===== config.mk =====
export PLATFORM = sky130hd
export DESIGN_NAME = prog_rom
export DESIGN_NICKNAME = d
export VERILOG_FILES = /design/src/rtl/types_pkg.sv /design/src/rtl/prog_rom.sv
export SDC_FILE = /design/constraint.sdc
export NUM_CORES = 1
export LEC_CHECK = 0
export ABC_AREA = 1
export CORE_MARGIN = 10
export CORE_UTILIZATION = 65
export CTS_CLUSTER_SIZE = 24
export DETAILED_ROUTE_END_ITERATION = 8
export PLACE_DENSITY = 0.81
export SYNTH_ARGS = -nofsm -noshare
export SYNTH_HDL_FRONTEND = slang
export SYNTH_SLANG_ARGS = --single-unit

===== constraint.sdc =====
create_clock -name CLK -period 4.1 [get_ports CLK]
set_input_delay 0.82 -clock CLK [delete_from_list [all_inputs] [get_ports CLK]]
set_output_delay 0.82 -clock CLK [all_outputs]
set_load 0.02 [all_outputs]

===== src/rtl/types_pkg.sv =====
// Shared types for the instruction ROM: word/address types, the NOP word and
// the loader state enum.
package types_pkg;

  localparam int unsigned IROM_SIZE = 16;
  localparam int unsigned INSTR_W   = 32;

  typedef logic [INSTR_W-1:0]           i_t;
  typedef logic [$clog2(IROM_SIZE)-1:0] pc_t;

  localparam i_t NOP_INSTR = '0;

  typedef enum logic [1:0] {
    EMPTY = 2'd0,
    LOAD  = 2'd1,
    RUN   = 2'd2
  } rom_state_e;

endpackage


===== src/rtl/prog_rom.sv =====
// Loadable program ROM: a streamed load port fills the array, a combinational
// fetch port returns the instruction at pc plus its wrapped successor.
module prog_rom
  import types_pkg::*;
#(
  parameter int unsigned DEPTH = IROM_SIZE,
  parameter int unsigned IW    = $bits(i_t),
  parameter int unsigned AW    = $clog2(DEPTH)
) (
  input  logic          CLK,
  input  logic          nRST,
  input  logic [AW-1:0] pc,
  output logic [IW-1:0] instr,
  output logic [AW-1:0] nxt_pc,
  input  logic          load_start,
  input  logic          ld_valid,
  output logic          ld_ready,
  input  logic [IW-1:0] ld_data,
  input  logic          ld_last,
  output logic          loaded,
  output logic [AW:0]   prog_len,
  output logic          err
);

  localparam logic [AW:0] FULL = (AW+1)'(DEPTH);

  rom_state_e    state, state_nxt;
  logic [AW:0]   wr_ptr, wr_ptr_nxt;
  logic [AW:0]   prog_len_nxt;
  logic          err_nxt;
  logic          mem_we;
  logic          accept;
  logic          overflow;
  logic [IW-1:0] mem [DEPTH];

  logic [AW:0]   pc_ext;
  logic [AW:0]   pc_inc;

  assign ld_ready = (state == LOAD) && !load_start;
  assign accept   = ld_ready && ld_valid;
  assign overflow = (wr_ptr == FULL);
  assign loaded   = (state == RUN);

  // Next-state logic; load_start takes priority over any beat in the same cycle.
  always_comb begin
    state_nxt    = state;
    wr_ptr_nxt   = wr_ptr;
    prog_len_nxt = prog_len;
    err_nxt      = err;
    mem_we       = 1'b0;
    if (load_start) begin
      state_nxt    = LOAD;
      wr_ptr_nxt   = '0;
      prog_len_nxt = '0;
      err_nxt      = 1'b0;
    end else if (accept) begin
      if (overflow) begin
        err_nxt = 1'b1;
      end else begin
        mem_we     = 1'b1;
        wr_ptr_nxt = wr_ptr + (AW+1)'(1);
      end
      if (ld_last) begin
        if (err || overflow) begin
          state_nxt    = EMPTY;
          prog_len_nxt = '0;
        end else begin
          state_nxt    = RUN;
          prog_len_nxt = wr_ptr + (AW+1)'(1);
        end
      end
    end
  end

  always_ff @(posedge CLK or negedge nRST) begin
    if (!nRST) begin
      state    <= EMPTY;
      wr_ptr   <= '0;
      prog_len <= '0;
      err      <= 1'b0;
    end else begin
      state    <= state_nxt;
      wr_ptr   <= wr_ptr_nxt;
      prog_len <= prog_len_nxt;
      err      <= err_nxt;
    end
  end

  // Reset clears every word so a stale program can never leak through.
  always_ff @(posedge CLK or negedge nRST) begin
    if (!nRST) begin
      mem <= '{default: '0};
    end else if (mem_we) begin
      mem[AW'(wr_ptr)] <= ld_data;
    end
  end

  assign pc_ext = (AW+1)'(pc);
  assign pc_inc = pc_ext + (AW+1)'(1);

  always_comb begin
    instr  = IW'(NOP_INSTR);
    nxt_pc = '0;
    if (loaded && (pc_ext < prog_len)) begin
      instr = mem[pc];
    end
    if (loaded && (pc_inc < prog_len)) begin
      nxt_pc = AW'(pc_inc);
    end
  end

endmodule


==> flow_summary.yaml, run 1 <==
status:
  status: "finished, final reports clean"
critical_path:
  start_kind: "primary input"
  cp_slowest_cell: "clkdlybuf4s50_1"
  cp.required_ps: 3280
  path_class: "primary input to output pin"
  crit_path_cell_trace: "buf_4 > nand2_1 > inv_1 > nand2_1 > xor2_1 > inv_1 > ha_1 > nand2_1 > inv_1 > nand2_1 > o21bai_1 > nand3_1 > nor3_1 > clkdlybuf4s50_1"
  worst_path_most_repeated_cell: "nand2_1"
  max_stage_delay_ps: 650
  crit_path_max_fanout: 13
  endpoint_kind: "output pin"
  crit_arrival_ps: 3140
floorplan:
  fp.coreArea_sq_mm: 0.0378
  die_h_um: 216
  initial_core_util: 0.660
  rows: 71
  die_x_um: 216
  io_pins: 85
  dieArea_sq_mm: 0.0466
synth:
  ys_types: 29
  ys_ff_latch: 525
  syn_inst: 3056
  yosys_warnings: 0
  synth_area_sq_mm: 0.0249
  ys_seq_area_frac: 0.527
  syn_avg_cell_area_sq_um: 8.16
  syn_nets: 3109
route:
  route.vias.total: 21500
  drt_iter0_markers: 2670
  ant_nets: 0
  viasPerCell: 6.06
  wl_per_cell_um: 19.2
  routed_wl_um: 68100
  drc: 0
  dr.pass1.iters: 6
placed_design:
  dp_hpwl_um: 35600
  post-place-cells: 3453
  portBuffers: 84
  gp_congestion: 0.806
timing:
  drv_slew: 0
  fmax_mhz: 253
  max_slew_margin: 0.410
  finalCriticalPeriod_ps: 3960
  finalClockSkew_ps: 26.6
  rsz0062_at_grt: "false"
  finalSetupViolations: 0
  hold_violations: 0
  worstMarginPinSlew_ps: 885
  tns_ps: 0
  period_share: 0.965
pwr:
  power.total_uw: 12200
  power.density_mw_per_mm2: 446
  switchingPower_uw: 3190
  leakage_uw: 0.0125
  p_int_uw: 9010
  swShare: 0.261
  irDropWorstVdd_mv: 0.313
  p_seq_frac: 0.485
  power_frac_clock: 0.402
  comb_power_share: 0.113
clocking:
  cts_buffer_depth: 3
  cts_tree: "built"
  cts-hold-fix-buffers: 0
  clock_latency_ps: 600
  clk_pin_slew_ps: 70
  post_cts_resized: 0
  clock_sinks: 525
  cts_buffers: 53
  post-cts-setup-buffer-count: 0
  htreeDepth: 2
  clockRootBuffer: "clkbuf_16"
layout:
  nets: 3050
  stdcell_count: 3551
  area_growth_pct: 9.60
  seqCellArea_sq_mm: 0.0131
  fill_cells: 2894
  multiInputGateArea_sq_mm: 0.0101
  drive_gt1_frac: 0.0724
grt:
  overflow: 0
  top_usage_layer: "met2"
  use_met2: 0.468
  grtUsageMet1: 0.394
  grt_max_degree: 114
  grt_usage: 0.292
  grt_pass1_vias: 20900
  met3_usage: 0.0459
  antenna_found_initial: 2
  grt_pass1_wl_um: 111000
worst_hold_path:
  hp-class: "primary input to asynchronous set/reset pin"
flow_run:
  maxCapViolCount: 0
-- flip-flops by register name (all words and copies together) (netlist names) --
signal    count
mem         512
state         2
prog_len      5
wr_ptr        5
err           1
-- final cells by class --
type	count	share of cell area
Multi-Input combinational cell	2225	0.370
Sequential cell	525	0.481
Clock inverter	10	0.00311
Antenna cell	1	0.0000916
Timing Repair Buffer	124	0.0510
Inverter	68	0.00971
Clock buffer	87	0.0621
Tap cell	511	0.0234
-- cells in the mapped netlist, drive strengths merged --
| master | number | area share |
|---|---|---|
| inv | 68 | 0.010 |
| xor2 | 4 | 0.0014 |
| ha | 12 | 0.0060 |
| nand2 | 1170 | 0.18 |
| a21oi | 15 | 0.0030 |
| clkbuf | 100 | 0.016 |
| a31oi | 1 | 0.00025 |
| dfrtp | 525 | 0.53 |
| a21boi | 1 | 0.00030 |
| nor3 | 2 | 0.00040 |
| nand3 | 385 | 0.077 |
| nand4 | 1 | 0.00025 |
| buf | 138 | 0.042 |
| o21bai | 1 | 0.00030 |
| o21ai | 517 | 0.11 |
| nor3b | 1 | 0.00030 |
| nor2 | 115 | 0.018 |
-- layer usage --
| metal | part of all wire | routed length [um] | vias to the layer above |
|---|---|---|---|
| li1 | - | - | 9838 |
| met2 | 0.47 | 32100 | 1133 |
| met5 | 0 | 0 | - |
| met3 | 0.097 | 6630 | 182 |
| met1 | 0.40 | 27200 | 10400 |
| met4 | 0.032 | 2160 | 0 |
-- layout by cell type (no fill, tap or decap), types with 12 or more instances in the layout --
cell / netlist / final
nand2_1: 1154 / 1153
dfrtp_1: 525 / 525
nand3_1: 385 / 385
o21ai_1: 272 / 272
o21ai_0: 181 / 181
nor2_1: 113 / 112
clkdlybuf4s50_1: 0 / 78
o21ai_2: 64 / 64
inv_1: 65 / 62
clkbuf_16: 0 / 55
buf_4: 2 / 22
clkbuf_8: 0 / 21
buf_12: 1 / 20
a21oi_1: 15 / 15
ha_1: 12 / 12
clkbuf_1: 86 / 12
-- power by group through the flow --
stage	Combinational [uW]	Sequential (uW)	Clock (uW)
3_5_place_dp	1360	6000	0
4_1_cts	1370	5910	4940
3_3_place_gp	1300	5970	0
5_1_grt	1570	5970	5170
2_1_floorplan	909	5940	0
6_report	1370	5920	4910
-- worst paths after layout --
| check | to | from | slack [ps] | cells after the start |
|---|---|---|---|---|
| min reg2reg | mem[242] | mem[242] | 480 | 2 |
| min | mem[168] | nRST | 260 | 1 |
| min in group CLK | mem[242] | mem[242] | 480 | 2 |
| max | nxt_pc[2] | pc[2] | 140 | 14 |
| max in group asynchronous | mem[430] | nRST | 2810 | 2 |
| max reg2reg | mem[463] | wr_ptr[0] | 1480 | 7 |
-- through the flow --
step	cell area (sq um)	setup WS [ps]	hold WS, ps	utilization
floorplan	24900	477	453	-
global placement	25500	264	464	0.677
detailed placement	25500	224	468	0.677
CTS	27300	162	293	0.724
global route	27300	29.0	329	0.724
finish	27300	145	259	0.724
-- critical path, delay by kind of cell --
family                     cells  cell delay [ps]
buffers and inverters          5             1130
and+or+nand+nor                6              600
adders and majority gates      1              280
xor gates and xnor gates       1              200
AOI/OAI and AO/OA              1              110
-- cell families after synthesis --
kind of cell / count (synthesis) / synth area share
AOI/OAI and AO/OA: 535 / 0.117
buffers and inverters: 306 / 0.0681
DFF: 525 / 0.527
xor gates and xnor gates: 4 / 0.00140
and+or+nand+nor: 1674 / 0.280
adders and majority gates: 12 / 0.00602
No activity file was read; power rests on OpenSTA's default activity.
==> run 2: changes to the inputs <==
--- a/config.mk
+++ b/config.mk
@@ -11,6 +11,7 @@
 export CTS_CLUSTER_SIZE = 24
 export DETAILED_ROUTE_END_ITERATION = 8
 export PLACE_DENSITY = 0.81
+export SKIP_CTS_REPAIR_TIMING = 1
 export SYNTH_ARGS = -nofsm -noshare
 export SYNTH_HDL_FRONTEND = slang
 export SYNTH_SLANG_ARGS = --single-unit
==> constraint.sdc (replaced) <==
create_clock -name CLK -period 4.7 [get_ports CLK]
set_input_delay 0.94 -clock CLK [delete_from_list [all_inputs] [get_ports CLK]]
set_output_delay 0.94 -clock CLK [all_outputs]
set_load 0.02 [all_outputs]
==> run 2 against run 1 <==
Combinational power decreased by 15%. Global-route usage decreased by 0.26 points. Total power shrank 15%. Final area fell by 1.0%. Critical endpoint unchanged. Largest power group unchanged.
==> flow_summary.yaml, run 2 (synthesis gave the netlist of run 1 again) <==
status:
  status: "finished, final reports clean"
timing:
  hold_violations: 0
  drv_slew: 0
  finalClockSkew_ps: 18.3
  finalSetupViolations: 0
  whs_ps: 383
  max_slew_margin: 0.360
  finalCriticalPeriod_ps: 4200
  tns_ps: 0
  worstMarginPinSlew_ps: 960
  period_share: 0.894
  fmax_mhz: 238
  rsz0062_at_grt: "false"
route:
  wl_per_cell_um: 19.0
  routed_wl_um: 67400
  viasPerCell: 5.99
  ant_nets: 0
  drt_iter0_markers: 2509
  route.vias.total: 21200
  dr.pass1.iters: 6
  drc: 0
floorplan:
  rows: 71
  die_x_um: 216
  fp.coreArea_sq_mm: 0.0378
  dieArea_sq_mm: 0.0466
  initial_core_util: 0.660
  die_h_um: 216
  io_pins: 85
placed_design:
  dp_hpwl_um: 34800
  portBuffers: 84
  place_area_sq_mm: 0.0255
  gp_congestion: 0.829
pwr:
  power_frac_clock: 0.387
  p_int_uw: 7610
  switchingPower_uw: 2720
  comb_power_share: 0.113
  p_seq_frac: 0.500
  leakage_uw: 0.0124
  power.density_mw_per_mm2: 382
  swShare: 0.263
  irDropWorstVdd_mv: 0.301
grt:
  overflow: 0
  grt_pass1_vias: 20700
  grt_usage: 0.289
  grt_pass1_wl_um: 110000
  grt_max_degree: 114
  antenna_found_initial: 0
layout:
  largest-register: "mem"
  area_growth_pct: 8.49
  drive_gt1_frac: 0.0687
  layout_common_cells: "1153 x nand2_1, 525 x dfrtp_1, 385 x nand3_1"
  final_common_cell: "nand2_1"
  reg_top3: "mem (512), prog_len (5), wr_ptr (5)"
  design_area_sq_mm: 0.0271
  nets: 3046
  largest_reg_flops: 512
  diodes: 0
critical_path:
  crit_arrival_ps: 3260
  cp_slowest_cell: "clkdlybuf4s50_1"
  max_stage_delay_ps: 640
  crit_path_max_fanout: 15
  crit_family: "buffers and inverters"
  cp.required_ps: 3760
  start_kind: "primary input"
  endpoint_kind: "output pin"
  path_class: "primary input to output pin"
  worst-path-buf-inv: 5
  worst_path_most_repeated_cell: "nand2_1"
  crit_path_cell_trace: "buf_4 > nand2_1 > inv_1 > nand2_1 > xor2_1 > inv_1 > ha_1 > nand2_1 > inv_1 > nand2_1 > o21bai_1 > nand3_1 > nor3_1 > clkdlybuf4s50_1"
clocking:
  clock_sinks: 525
  clk_pin_slew_ps: 60
  cts_buffer_depth: 3
  cts_buffers: 53
  htreeDepth: 2
  cts_tree: "built"
  clockRootBuffer: "clkbuf_16"
  clock_latency_ps: 600
flow_run:
  maxCapViolCount: 0
worst_hold_path:
  hp-class: "primary input to asynchronous set/reset pin"
[run 2: cell count changes in the layout (fill, tap and decap cells not counted), sizes merged]
cell / before / now
buf: 44 / 40
clkbuf: 88 / 76
clkdlybuf4s50: 78 / 79
clkinv: 6 / 13
clkinvlp: 1 / 0
diode: 1 / 0
dlymetal6s2s: 1 / 0
inv: 70 / 68
[run 2: area by class of cell]
type                    count  area [sq um]
fillers                  2875         10700
multi-input cells        2225         10100
flip-flops and latches    525         13100
inverters                  68           265
well taps                 511           639
clock inverters            14          95.1
repair buffers            120          1300
clock buffers              75          1510
[run 2: final timing paths]
path / from / endpoint / slack [ps] / cells past startpoint
setup / recovery: pc[1] / nxt_pc[2] / 500 / 14
setup reg to reg: wr_ptr[0] / mem[412] / 1990 / 8
hold reg to reg: mem[17] / mem[17] / 480 / 2
min in group CLK: mem[17] / mem[17] / 480 / 2
hold / removal: nRST / mem[136] / 380 / 1
max in group asynchronous: nRST / mem[57] / 3280 / 2
[run 2: layer usage]
| layer | track usage | vias to the layer above | routed length, um |
|---|---|---|---|
| met3 | 0.0508 | 176 | 6610 |
| met4 | 0.0993 | 0 | 2000 |
| met5 | 0 | - | 0 |
| li1 | - | 9805 | - |
| met1 | 0.394 | 10200 | 27500 |
| met2 | 0.461 | 1059 | 31300 |
[run 2: power by group through the flow]
stage	Sequential, uW	Combinational (uW)	Clock (uW)
detailed placement	5230	1160	0
finish	5170	1170	4000
global placement	5210	1110	0
global route	5210	1340	4210
CTS	5160	1170	4030
floorplan	5180	793	0
[run 2: per-stage QoR]
stage,utilization,instances,setup slack (ps),total power (uW)
after global placement,0.674,3449,579,6320
after detailed placement,0.674,3449,531,6390
final,0.717,3538,496,10300
after global routing,0.717,3538,331,10800
after CTS,0.717,3538,507,10400
after floorplan,-,3056,837,5970
